--- config.mk ---
export PLATFORM = sky130hd
export DESIGN_NAME = online_div_seq_ctrl
export DESIGN_NICKNAME = d
export VERILOG_FILES = /design/src/rtl/odiv_pkg.sv /design/src/rtl/odiv_digit_counter.sv /design/src/rtl/online_div_seq_ctrl.sv
export SDC_FILE = /design/constraint.sdc
export NUM_CORES = 1
export LEC_CHECK = 0
export CAP_MARGIN = 10
export CORE_MARGIN = 5
export CORE_UTILIZATION = 29
export DETAILED_ROUTE_END_ITERATION = 7
export PLACE_DENSITY_LB_ADDON = 0.3
export SLEW_MARGIN = 10
export SYNTH_ARGS = -nofsm -noshare
export SYNTH_HDL_FRONTEND = slang
export SYNTH_SLANG_ARGS = --single-unit
--- constraint.sdc ---
create_clock -name clk -period 6.6 [get_ports clk]
set_input_delay 1.65 -clock clk [delete_from_list [all_inputs] [get_ports clk]]
set_output_delay 1.65 -clock clk [all_outputs]
set_load 0.02 [all_outputs]
--- src/rtl/odiv_pkg.sv ---
// Shared definitions for the online-division sequencer and the CA register block:
// sequencer state encoding, digit-counter width and default operand sizes.
package odiv_pkg;

  // Width of the digit index and of the CA alignment shift amount.
  localparam int CNT_W = 11;

  // Default operation size, shared with the CA register/RAM generator.
  localparam int ODIV_UNROLLING    = 64;
  localparam int ODIV_ONLINE_DELAY = 3;

  // Sequencer states (2-bit encoding).
  typedef enum logic [1:0] {
    ST_IDLE = 2'd0,
    ST_RUN  = 2'd1,
    ST_DONE = 2'd2
  } odiv_state_t;

endpackage : odiv_pkg

--- src/rtl/odiv_digit_counter.sv ---
// Digit counter for the online-division sequencer.
// Holds the 11-bit digit index and registers the outputs derived from it
// (RAM address, CA shift amount, digit request, quotient-digit valid), so that
// every one of them lines up with the counter value it describes.
module odiv_digit_counter
  import odiv_pkg::*;
#(
  parameter int UNROLLING    = ODIV_UNROLLING,
  parameter int ONLINE_DELAY = ODIV_ONLINE_DELAY,
  parameter int ADDR_WIDTH   = 7
) (
  input  logic                  clk,
  input  logic                  asyn_reset,
  input  logic                  clear,        // next count is 0
  input  logic                  inc,          // next count is count+1 (ignored when clear)
  input  logic                  run_next,     // next cycle belongs to a RUN
  input  logic                  active_next,  // next cycle is an enabled (unstalled) RUN cycle
  output logic [CNT_W-1:0]      count,
  output logic [ADDR_WIDTH-1:0] accum,
  output logic [CNT_W-1:0]      shift_cnt,
  output logic                  digit_req,
  output logic                  out_valid,
  output logic                  last,         // current count is the final digit index
  output logic                  zero_next     // next count is 0
);

  localparam logic [CNT_W-1:0] LAST_CNT = CNT_W'(UNROLLING + ONLINE_DELAY - 1);
  localparam logic [CNT_W-1:0] UNROLL   = CNT_W'(UNROLLING);
  localparam logic [CNT_W-1:0] UNROLL_1 = CNT_W'(UNROLLING - 1);
  localparam logic [CNT_W-1:0] DELAY    = CNT_W'(ONLINE_DELAY);
  localparam logic [CNT_W-1:0] ONE      = CNT_W'(1);

  logic [CNT_W-1:0]      count_reg;
  logic [CNT_W-1:0]      count_next;
  logic [ADDR_WIDTH-1:0] accum_reg;
  logic [CNT_W-1:0]      shift_cnt_reg;
  logic [CNT_W-1:0]      shift_cnt_next;
  logic                  digit_req_reg;
  logic                  out_valid_reg;

  // Next digit index: clear wins over increment, otherwise hold.
  always_comb begin
    count_next = count_reg;
    if (clear) begin
      count_next = '0;
    end else if (inc) begin
      count_next = count_reg + ONE;
    end
  end

  // CA alignment shift counts down from UNROLLING-1 and saturates at 0 once the
  // input digits are exhausted; outside RUN it reads 0.
  always_comb begin
    shift_cnt_next = '0;
    if (run_next && (count_next < UNROLL)) begin
      shift_cnt_next = UNROLL_1 - count_next;
    end
  end

  // Counter and its derived outputs, registered together.
  always_ff @(posedge clk or posedge asyn_reset) begin
    if (asyn_reset) begin
      count_reg     <= '0;
      accum_reg     <= '0;
      shift_cnt_reg <= '0;
      digit_req_reg <= 1'b0;
      out_valid_reg <= 1'b0;
    end else begin
      count_reg     <= count_next;
      accum_reg     <= count_next[ADDR_WIDTH-1:0];
      shift_cnt_reg <= shift_cnt_next;
      digit_req_reg <= active_next && (count_next < UNROLL);
      out_valid_reg <= active_next && (count_next >= DELAY);
    end
  end

  assign count     = count_reg;
  assign accum     = accum_reg;
  assign shift_cnt = shift_cnt_reg;
  assign digit_req = digit_req_reg;
  assign out_valid = out_valid_reg;
  assign last      = (count_reg == LAST_CNT);
  assign zero_next = (count_next == '0);

endmodule : odiv_digit_counter

--- src/rtl/online_div_seq_ctrl.sv ---
// Sequencer for one online-division operation.
// Drives the CA register/RAM generator controls (enable, refresh, accum, counter,
// shift_cnt), frames the digit streams (digit_req, out_valid) and provides the
// start/busy/done handshake. All outputs are registered.
// Optional feature macro: ODIV_SEQ_STALL_EN adds a stall input that freezes the
// sequence for as long as it is held; without it RUN lasts exactly
// UNROLLING+ONLINE_DELAY cycles.
// asyn_reset must also reset the CA datapath so both sides restart together.
module online_div_seq_ctrl
  import odiv_pkg::*;
#(
  parameter int UNROLLING    = ODIV_UNROLLING,
  parameter int ONLINE_DELAY = ODIV_ONLINE_DELAY,
  parameter int ADDR_WIDTH   = 7
) (
  input  logic                  clk,
  input  logic                  asyn_reset,
  input  logic                  start,
  input  logic                  abort,
`ifdef ODIV_SEQ_STALL_EN
  input  logic                  stall,
`endif
  output logic                  enable,
  output logic                  refresh,
  output logic [ADDR_WIDTH-1:0] accum,
  output logic [CNT_W-1:0]      counter,
  output logic [CNT_W-1:0]      shift_cnt,
  output logic                  digit_req,
  output logic                  out_valid,
  output logic                  busy,
  output logic                  done
);

  odiv_state_t state_reg;
  odiv_state_t state_next;

  logic enable_reg;
  logic refresh_reg;
  logic busy_reg;
  logic done_reg;

  logic stall_int;
  logic cnt_clear;
  logic cnt_inc;
  logic cnt_last;
  logic cnt_zero_next;
  logic run_next;
  logic active_next;

`ifdef ODIV_SEQ_STALL_EN
  assign stall_int = stall;
`else
  assign stall_int = 1'b0;
`endif

  // Next-state and counter control. The current cycle advances the digit index
  // only when it was enabled; a stalled cycle leaves everything in place.
  always_comb begin
    state_next = state_reg;
    cnt_clear  = 1'b0;
    cnt_inc    = 1'b0;
    unique case (state_reg)
      ST_IDLE: begin
        cnt_clear = 1'b1;
        if (start && !abort) begin
          state_next = ST_RUN;
        end
      end
      ST_RUN: begin
        if (abort) begin
          state_next = ST_IDLE;
          cnt_clear  = 1'b1;
        end else if (enable_reg && cnt_last) begin
          state_next = ST_DONE;
          cnt_clear  = 1'b1;
        end else begin
          cnt_inc = enable_reg;
        end
      end
      ST_DONE: begin
        state_next = ST_IDLE;
        cnt_clear  = 1'b1;
      end
      default: begin
        state_next = ST_IDLE;
        cnt_clear  = 1'b1;
      end
    endcase
  end

  // A RUN cycle is enabled unless stall is sampled high at the edge that starts it.
  assign run_next    = (state_next == ST_RUN);
  assign active_next = run_next && !stall_int;

  // Digit index plus its derived outputs.
  odiv_digit_counter #(
    .UNROLLING    (UNROLLING),
    .ONLINE_DELAY (ONLINE_DELAY),
    .ADDR_WIDTH   (ADDR_WIDTH)
  ) u_digit_counter (
    .clk         (clk),
    .asyn_reset  (asyn_reset),
    .clear       (cnt_clear),
    .inc         (cnt_inc),
    .run_next    (run_next),
    .active_next (active_next),
    .count       (counter),
    .accum       (accum),
    .shift_cnt   (shift_cnt),
    .digit_req   (digit_req),
    .out_valid   (out_valid),
    .last        (cnt_last),
    .zero_next   (cnt_zero_next)
  );

  // FSM state and registered control outputs. refresh marks the first enabled
  // cycle at digit 0; stalled cycles at digit 0 simply push it later, and once
  // digit 0 is consumed the index never returns to 0 within the operation.
  always_ff @(posedge clk or posedge asyn_reset) begin
    if (asyn_reset) begin
      state_reg   <= ST_IDLE;
      enable_reg  <= 1'b0;
      refresh_reg <= 1'b0;
      busy_reg    <= 1'b0;
      done_reg    <= 1'b0;
    end else begin
      state_reg   <= state_next;
      enable_reg  <= active_next;
      refresh_reg <= active_next && cnt_zero_next;
      busy_reg    <= run_next;
      done_reg    <= (state_next == ST_DONE);
    end
  end

  assign enable  = enable_reg;
  assign refresh = refresh_reg;
  assign busy    = busy_reg;
  assign done    = done_reg;

endmodule : online_div_seq_ctrl

==> flow_metrics.tcl, run 1 <==
set metrics [dict create \
    ios 39 \
    synth_area_leaders "dfrtp_1 49%, xnor2_1 4.1%, buf_4 4.1%" \
    clockRootBuffer "clkbuf_8" \
    dpl-instance-area_mm2 0.00186 \
    vias_per_cell 4.72 \
    setup_tns_ns 0 \
    power.density_mw_per_mm2 182 \
    drtPass1Iterations 4 \
    tightest_slew_ns 0.515 \
    ir_drop_v 0.0000813 \
    cts_tree "done" \
    synth_seq_cells 29 \
    seq_area_um2 726 \
    synthToLayoutAreaGrowth_pct 33.3 \
    async_flop_share 1.00 \
    clock_sinks 29 \
    grt_setup_unrepaired "false" \
    crit_required_ns 6.78 \
    clk_latency_ns 0.28 \
    multiInputGateArea_um2 652 \
    initial_core_util 0.294 \
    rrSetupSlack_ns 3.81 \
    yosysUniqueCellTypes 40 \
    dieArea_mm2 0.00664 \
    cp_data_arrival_time_ns 3.90 \
    leakage_nw 0.787 \
    period_share 0.563 \
    totalWireLength_um 3510 \
    path_class "input port to flip-flop" \
    drt_iter0_drc 118 \
    worst_slack_ns 2.88 \
    ys.flop_type "dfrtp_1" \
    final_nets 184 \
    status "finished, final reports clean" \
    synth_top_cell_by_area "dfrtp_1" \
    fin_area_mm2 0.00197 \
    netlist_instances 144 \
    grt_overflow 0 \
    avgSynthCellArea_um2 10.3 \
    path_clk_slew_ns 0.06 \
    cts_buffers 5 \
    grt_max_degree 30 \
    synth_area_mm2 0.00148 \
    hold_class "flip-flop to flip-flop" \
    cts_max_level 2 \
    postCtsSetupBuffers 0 \
    setup_violations 0 \
    wire_per_inst_um 14.2 \
    place_congestion 0.831 \
    wl_met2_um 1640 \
    finalClockSkew_ns 0.00721 \
    relSlewSlack 0.656 \
    route.met3.wl_um 206 \
    nFillCells 501 \
    slew_violations 0 \
    antenna_found_initial 0 \
    yosysSeqAreaShare 0.490 \
    wl_met1_um 1620 \
    grt_usage 0.118 \
    vias 1171 \
    die_h_um 81.5 \
    maxCapViolCount 0 \
    grt_pass1_wl_um 5870 \
    dp_slack_ns 2.61 \
    synth_top_area_share 0.490 \
    fin_crit_ns 3.72 \
    start_kind "input port" \
    max_freq_mhz 269 \
    synth-edff-count 0 \
    total_power_mw 0.360 \
    ant_nets 0 \
    route.detailed.drc 0 \
    clk_path_buf_depth 2 \
    die_x_um 81.5 \
    synth_warnings 0 \
    drive_gt1_frac 0.0899 \
    highest_layer "met4" \
    hold_ws_ns 0.559 \
    cts_resized 0 \
    grt_pass1_vias 1194 \
    io_buffers 38 \
    fp.coreArea_mm2 0.00504 \
    cts-hold-fix-buffers 0 \
    setup.worst_path.end_class "flip-flop" \
    place_hpwl_um 2510 \
    hold_viol_final 0 \
    antenna_cells 0 \
    fp-row-count 26 \
    cp_max_fo 8 \
]
layout make-up:
cell class              count  share of cell area
clock inverters             2             0.00507
well taps                  70              0.0444
flip-flops and latches     29               0.368
repair buffers             39               0.207
inverters                   5             0.00951
clock buffers               6              0.0368
multi-input cells          97               0.330
cells in the mapped netlist (2+ instances only):
library cell  instances
o21ai_0               4
a31oi_1               5
nand3_1               3
nor3b_1               2
nand4_1               3
buf_2                 5
o22ai_1               2
or3b_1                2
or2_2                 2
a211o_1               2
ha_1                  3
inv_1                 5
mux2i_1               2
nor2_1               16
xnor2_1               7
nor4_1                4
dfrtp_1              29
nor3_1               11
buf_4                 8
xor2_1                2
nand2_1               8
cell families after synthesis:
kind of cell    share of synthesized area
buf+inv                            0.0726
compound gates                     0.0997
simple gates                        0.243
fa+ha+maj                          0.0253
mux                                0.0135
xor+xnor                           0.0532
flops                               0.490
other cells                       0.00253
stage by stage:
| step | cells | utilization |
|---|---|---|
| 2_1_floorplan | 145 | - |
| 3_3_place_gp | 239 | 0.370 |
| 3_5_place_dp | 239 | 0.370 |
| 4_1_cts | 247 | 0.386 |
| 5_1_grt | 248 | 0.392 |
| 6_report | 248 | 0.392 |
report_power, final:
part	switching (mW)	leakage, nW	internal (mW)	total (mW)
Sequential	0.00349	0.386	0.183	0.186
Clock	0.0656	0.0450	0.0728	0.138
Combinational	0.0200	0.356	0.0155	0.0355
worst max-delay path, cell delays in order:
cell and delay, ns:
clkdlybuf4s50_1 0.42, or3b_1 0.53, nor4_1 0.32, nand2_1 0.10, xor2_1 0.16, or2_1 0.22
ha_1 0.27, nor3b_1 0.22
layout by cell type, fill, tap and decap left out, drive strengths merged, types with 4 or more instances in the layout:
cell type,netlist,layout
clkbuf,1,6
nor3,12,12
a31oi,5,5
clkdlybuf4s50,0,38
dfrtp,29,29
nand2,8,8
xnor2,7,7
inv,5,4
nor4,5,5
o21ai,4,4
nor2,16,16
final timing paths:
check / startpoint / endpoint / cells after the start
max in group asynchronous: asyn_reset / u_digit_counter.digit_req / 3
worst max register to register: u_digit_counter.count[0] / refresh / 9
min in group asynchronous: asyn_reset / state_reg[1] / 2
worst min register to register: state_reg[0] / busy / 1
worst min-delay path: state_reg[0] / busy / 1
worst max-delay path: abort / u_digit_counter.shift_cnt[7] / 8
per-layer routing:
metal,global-route usage,vias to the layer above
met3,0.0428,6
met4,0.0405,0
met2,0.178,34
met5,0,-
li1,-,567
met1,0.156,564
Note: power is estimated with default switching activity, not from simulation.
==> run 2, diff against run 1 <==
==> constraint.sdc (replaced) <==
create_clock -name clk -period 3.5 [get_ports clk]
set_input_delay 0.875 -clock clk [delete_from_list [all_inputs] [get_ports clk]]
set_output_delay 0.875 -clock clk [all_outputs]
set_load 0.02 [all_outputs]
==> flow_metrics.tcl, run 2 (synthesized netlist as in run 1, its figures left out) <==
set metrics [dict create \
    status "finished, final reports clean" \
    wire_per_inst_um 13.9 \
    ios 39 \
    vias_per_cell 4.66 \
    cts-hold-fix-buffers 0 \
    fin_crit_ns 2.96 \
    drive_gt1_frac 0.106 \
    path_class "input port to flip-flop" \
    drtPass1Iterations 4 \
    final_nets 186 \
    hold_start "state_reg[0]" \
    clockRootBuffer "clkbuf_8" \
    max_freq_mhz 337 \
    place_congestion 0.869 \
    grt_usage 0.118 \
    grt_pass1_wl_um 5870 \
    hold_class "flip-flop to flip-flop" \
    route.detailed.drc 0 \
    slowest_delay_ns 0.53 \
    clk_path_buf_depth 2 \
    hold_viol_final 0 \
    crit_path_start "abort" \
    final_cell_mix "38 x clkdlybuf4s50_1, 29 x dfrtp_1, 16 x nor2_1, 11 x nor3_1, 8 x nand2_1" \
    totalWireLength_um 3460 \
    grt_setup_unrepaired "false" \
    antenna_cells 0 \
    vias 1164 \
    die_x_um 81.5 \
    layout_commonest_cell "clkdlybuf4s50_1" \
    worstPathCellList "clkdlybuf4s50_1 -> or3b_1 -> nor4_1 -> nand2_1 -> xor2_1 -> or2_1 -> ha_1 -> nor3b_1" \
    setup_violations 0 \
    fp-row-count 26 \
    worst_path_max_delay_cell "or3b_1" \
    ant_nets 0 \
    cts_buffers 5 \
    cts_tree "done" \
    leakage_nw 0.815 \
    die_h_um 81.5 \
    power.density_mw_per_mm2 410 \
    io_buffers 38 \
    dieArea_mm2 0.00664 \
    finalClockSkew_ns 0.00564 \
    grt_pass1_vias 1196 \
    cp_data_arrival_time_ns 3.10 \
    antenna_found_initial 0 \
    grt_overflow 0 \
    place_hpwl_um 2530 \
    clock_sinks 29 \
    ir_drop_v 0.000213 \
    clk_latency_ns 0.28 \
    setup_tns_ns 0 \
    synthToLayoutAreaGrowth_pct 36.4 \
    cts_resized 0 \
    timing.rr.start "u_digit_counter.count[0]" \
    path_clk_slew_ns 0.06 \
    crit_required_ns 3.64 \
    cts_max_level 2 \
    fp.coreArea_mm2 0.00504 \
    hold_ws_ns 0.553 \
    grt_max_degree 30 \
    period_share 0.847 \
    slew_violations 0 \
    postCtsSetupBuffers 0 \
    maxCapViolCount 0 \
    start_kind "input port" \
    cp_max_fo 8 \
    setup.worst_path.end_class "flip-flop" \
    dpl-instance-area_mm2 0.00189 \
    drt_iter0_drc 80 \
    fin_util 0.401 \
    fin_area_mm2 0.00202 \
    initial_core_util 0.294 \
]
## run 2: cell types whose count changed in the layout (fill, tap and decap cells not counted)
| cell | before | now |
|---|---|---|
| clkinv_1 | 1 | 0 |
| bufinv_16 | 0 | 2 |
| clkinv_2 | 2 | 1 |
| buf_4 | 0 | 3 |
| inv_1 | 4 | 5 |
| clkbuf_1 | 1 | 0 |
| buf_16 | 1 | 0 |
## run 2: metrics by stage
| stage | setup WS [ns] | instances | total power, mW |
|---|---|---|---|
| floorplan | 0.849 | 145 | 0.394 |
| global route | 0.429 | 250 | 0.859 |
| finish | 0.536 | 250 | 0.829 |
| global placement | 0.314 | 242 | 0.424 |
| detailed placement | 0.297 | 242 | 0.424 |
| CTS | 0.534 | 250 | 0.838 |
## run 2: power by group
| group | internal [mW] | switching (mW) |
|---|---|---|
| logic | 0.0280 | 0.0374 |
| registers | 0.345 | 0.00657 |
| clock network | 0.283 | 0.129 |
| total | 0.655 | 0.173 |
## run 2: critical path: cells and delay by family
kind	cells	cell delay [ns]
adders and majority gates	1	0.27
and+or+nand+nor	5	1.37
xor gates and xnor gates	1	0.17
buffers and inverters	1	0.42
## run 2: final cells by class
type	instances	area, um^2
Fill cell	489	3020
Sequential cell	29	726
Multi-Input combinational cell	97	652
Timing Repair Buffer	41	403
Tap cell	70	87.6
Clock buffer	5	68.8
Clock inverter	3	65.1
Inverter	5	18.8
## run 2: metal layers
metal | vias to the layer above | routed length (um) | part of all wire | global-route usage
met5 | - | 0 | 0 | 0
met4 | 0 | 40 | 0.012 | 0.0405
met3 | 6 | 179 | 0.052 | 0.0406
met2 | 37 | 1590 | 0.46 | 0.178
met1 | 554 | 1650 | 0.48 | 0.156
li1 | 567 | - | - | -
## run 2: worst paths after layout
path | end | slack (ns) | depth (start not counted)
min in group asynchronous | u_digit_counter.shift_cnt[9] | 0.97 | 3
max in group asynchronous | u_digit_counter.shift_cnt[7] | 2.26 | 3
worst min register to register | busy | 0.55 | 1
worst max-delay path | u_digit_counter.shift_cnt[7] | 0.54 | 8
worst min-delay path | busy | 0.55 | 1
worst max register to register | u_digit_counter.out_valid | 0.89 | 8
==> run 3, diff against run 2 <==
==> constraint.sdc (replaced) <==
create_clock -name clk -period 2.5 [get_ports clk]
set_input_delay 0.625 -clock clk [delete_from_list [all_inputs] [get_ports clk]]
set_output_delay 0.625 -clock clk [all_outputs]
set_load 0.02 [all_outputs]
==> flow_metrics.tcl, run 3 (synthesized netlist as in run 1, its figures left out) <==
set metrics [dict create \
    power.density_mw_per_mm2 451 \
    cp_data_arrival_time_ns 2.51 \
    wire_per_inst_um 14.0 \
    grt_setup_unrepaired "false" \
    final_nets 206 \
    setup_violations 0 \
    slowest_delay_ns 0.41 \
    die_h_um 81.5 \
    reg2reg_depth 9 \
    clk_path_buf_depth 2 \
    finalClockSkew_ns 0.00258 \
    worstPathCellList "dlygate4sd2_1 -> or3b_4 -> nor4_1 -> nand2_1 -> xor2_1 -> or2_1 -> ha_1 -> nor3b_2" \
    cp_max_fo 3 \
    period_share 0.933 \
    ant_nets 0 \
    fp-row-count 26 \
    clk_latency_ns 0.28 \
    worst_path_max_delay_cell "or3b_4" \
    vias_per_cell 4.67 \
    cts_tree "done" \
    status "finished, final reports clean" \
    max_freq_mhz 429 \
    ios 39 \
    start_kind "input port" \
    place_congestion 0.895 \
    final_cell_mix "37 x clkdlybuf4s50_1, 28 x dfrtp_1, 23 x buf_4, 16 x nor2_1, 10 x nor3_1" \
    place_hpwl_um 2810 \
    dpl-instance-area_mm2 0.00204 \
    hold_ws_ns 0.550 \
    layout_commonest_cell "clkdlybuf4s50_1" \
    drt_iter0_drc 69 \
    clock_sinks 29 \
    cts_buffers 5 \
    path_class "input port to flip-flop" \
    fp.coreArea_mm2 0.00504 \
    crit_required_ns 2.67 \
    vias 1261 \
    drtPass1Iterations 4 \
    grt_max_degree 30 \
    ir_drop_v 0.000216 \
    initial_core_util 0.294 \
    grt_pass1_wl_um 6240 \
    postCtsSetupBuffers 0 \
    cts-hold-fix-buffers 0 \
    synthToLayoutAreaGrowth_pct 44.3 \
    route.detailed.drc 0 \
    grt_usage 0.126 \
    fin_crit_ns 2.33 \
    antenna_cells 0 \
    dieArea_mm2 0.00664 \
    drive_gt1_frac 0.215 \
    hold_class "flip-flop to flip-flop" \
    clockRootBuffer "clkbuf_8" \
    grt_pass1_vias 1266 \
    totalWireLength_um 3780 \
    setup.worst_path.end_class "flip-flop" \
    antenna_found_initial 0 \
    cts_max_level 2 \
    fin_util 0.424 \
    io_buffers 38 \
    hold_viol_final 0 \
    worstHoldPathCells 1 \
    die_x_um 81.5 \
    grt_overflow 0 \
    path_clk_slew_ns 0.06 \
    fin_area_mm2 0.00214 \
    slew_violations 0 \
    setup_tns_ns 0 \
    maxCapViolCount 0 \
    leakage_nw 0.893 \
    nFillCells 497 \
]
[run 3: final cells by class]
| type | count | area (um^2) | share of cell area |
|---|---|---|---|
| inverters | 5 | 18.8 | 0.00878 |
| well taps | 70 | 87.6 | 0.0410 |
| repair buffers | 61 | 552 | 0.258 |
| clock inverters | 2 | 10.0 | 0.00468 |
| flip-flops and latches | 29 | 727 | 0.340 |
| multi-input cells | 97 | 671 | 0.314 |
| clock buffers | 6 | 72.6 | 0.0339 |
[run 3: worst max-delay path, delay by kind of cell]
| kind | cells | cell delay, ns |
|---|---|---|
| AND/OR/NAND/NOR | 5 | 1.18 |
| XOR/XNOR | 1 | 0.17 |
| buffers and inverters | 1 | 0.26 |
| adder cells (fa/ha/maj) | 1 | 0.28 |
[run 3: path summary, 6_finish.rpt]
check	from	to	slack, ns
max	abort	u_digit_counter.shift_cnt[7]	0.17
min	state_reg[0]	busy	0.55
max reg2reg	u_digit_counter.count[0]	u_digit_counter.shift_cnt[7]	0.18
min reg2reg	state_reg[0]	busy	0.55
max in group asynchronous	asyn_reset	u_digit_counter.count[1]	1.49
min in group asynchronous	asyn_reset	u_digit_counter.shift_cnt[9]	0.72
[run 3: power by group]
| group | internal (mW) | switching (mW) |
|---|---|---|
| Sequential | 0.483 | 0.00873 |
| Clock | 0.192 | 0.175 |
| Combinational | 0.0487 | 0.0560 |
| Total | 0.724 | 0.240 |
[run 3: repair_timing]
item / in CTS / in global routing
pin swaps: 1 / 0
gates cloned: 0 / 0
setup endpoints to repair: 7 / 2
resized for setup: 4 / 2
[run 3: per-layer routing]
layer | share of wire | track usage | vias up
met2 | 0.44 | 0.178 | 42
met5 | 0 | 0 | -
met1 | 0.49 | 0.172 | 605
met3 | 0.056 | 0.0417 | 6
li1 | - | - | 608
met4 | 0.018 | 0.0574 | 0
[run 3: per-stage QoR]
stage          instances  worst slack (ns)  power, mW
2_1_floorplan        145           0.00557      0.551
3_3_place_gp         262            -0.365      0.605
3_5_place_dp         262            -0.341      0.606
4_1_cts              270             0.168      0.982
5_1_grt              270            0.0184       1.01
6_report             270             0.166      0.964
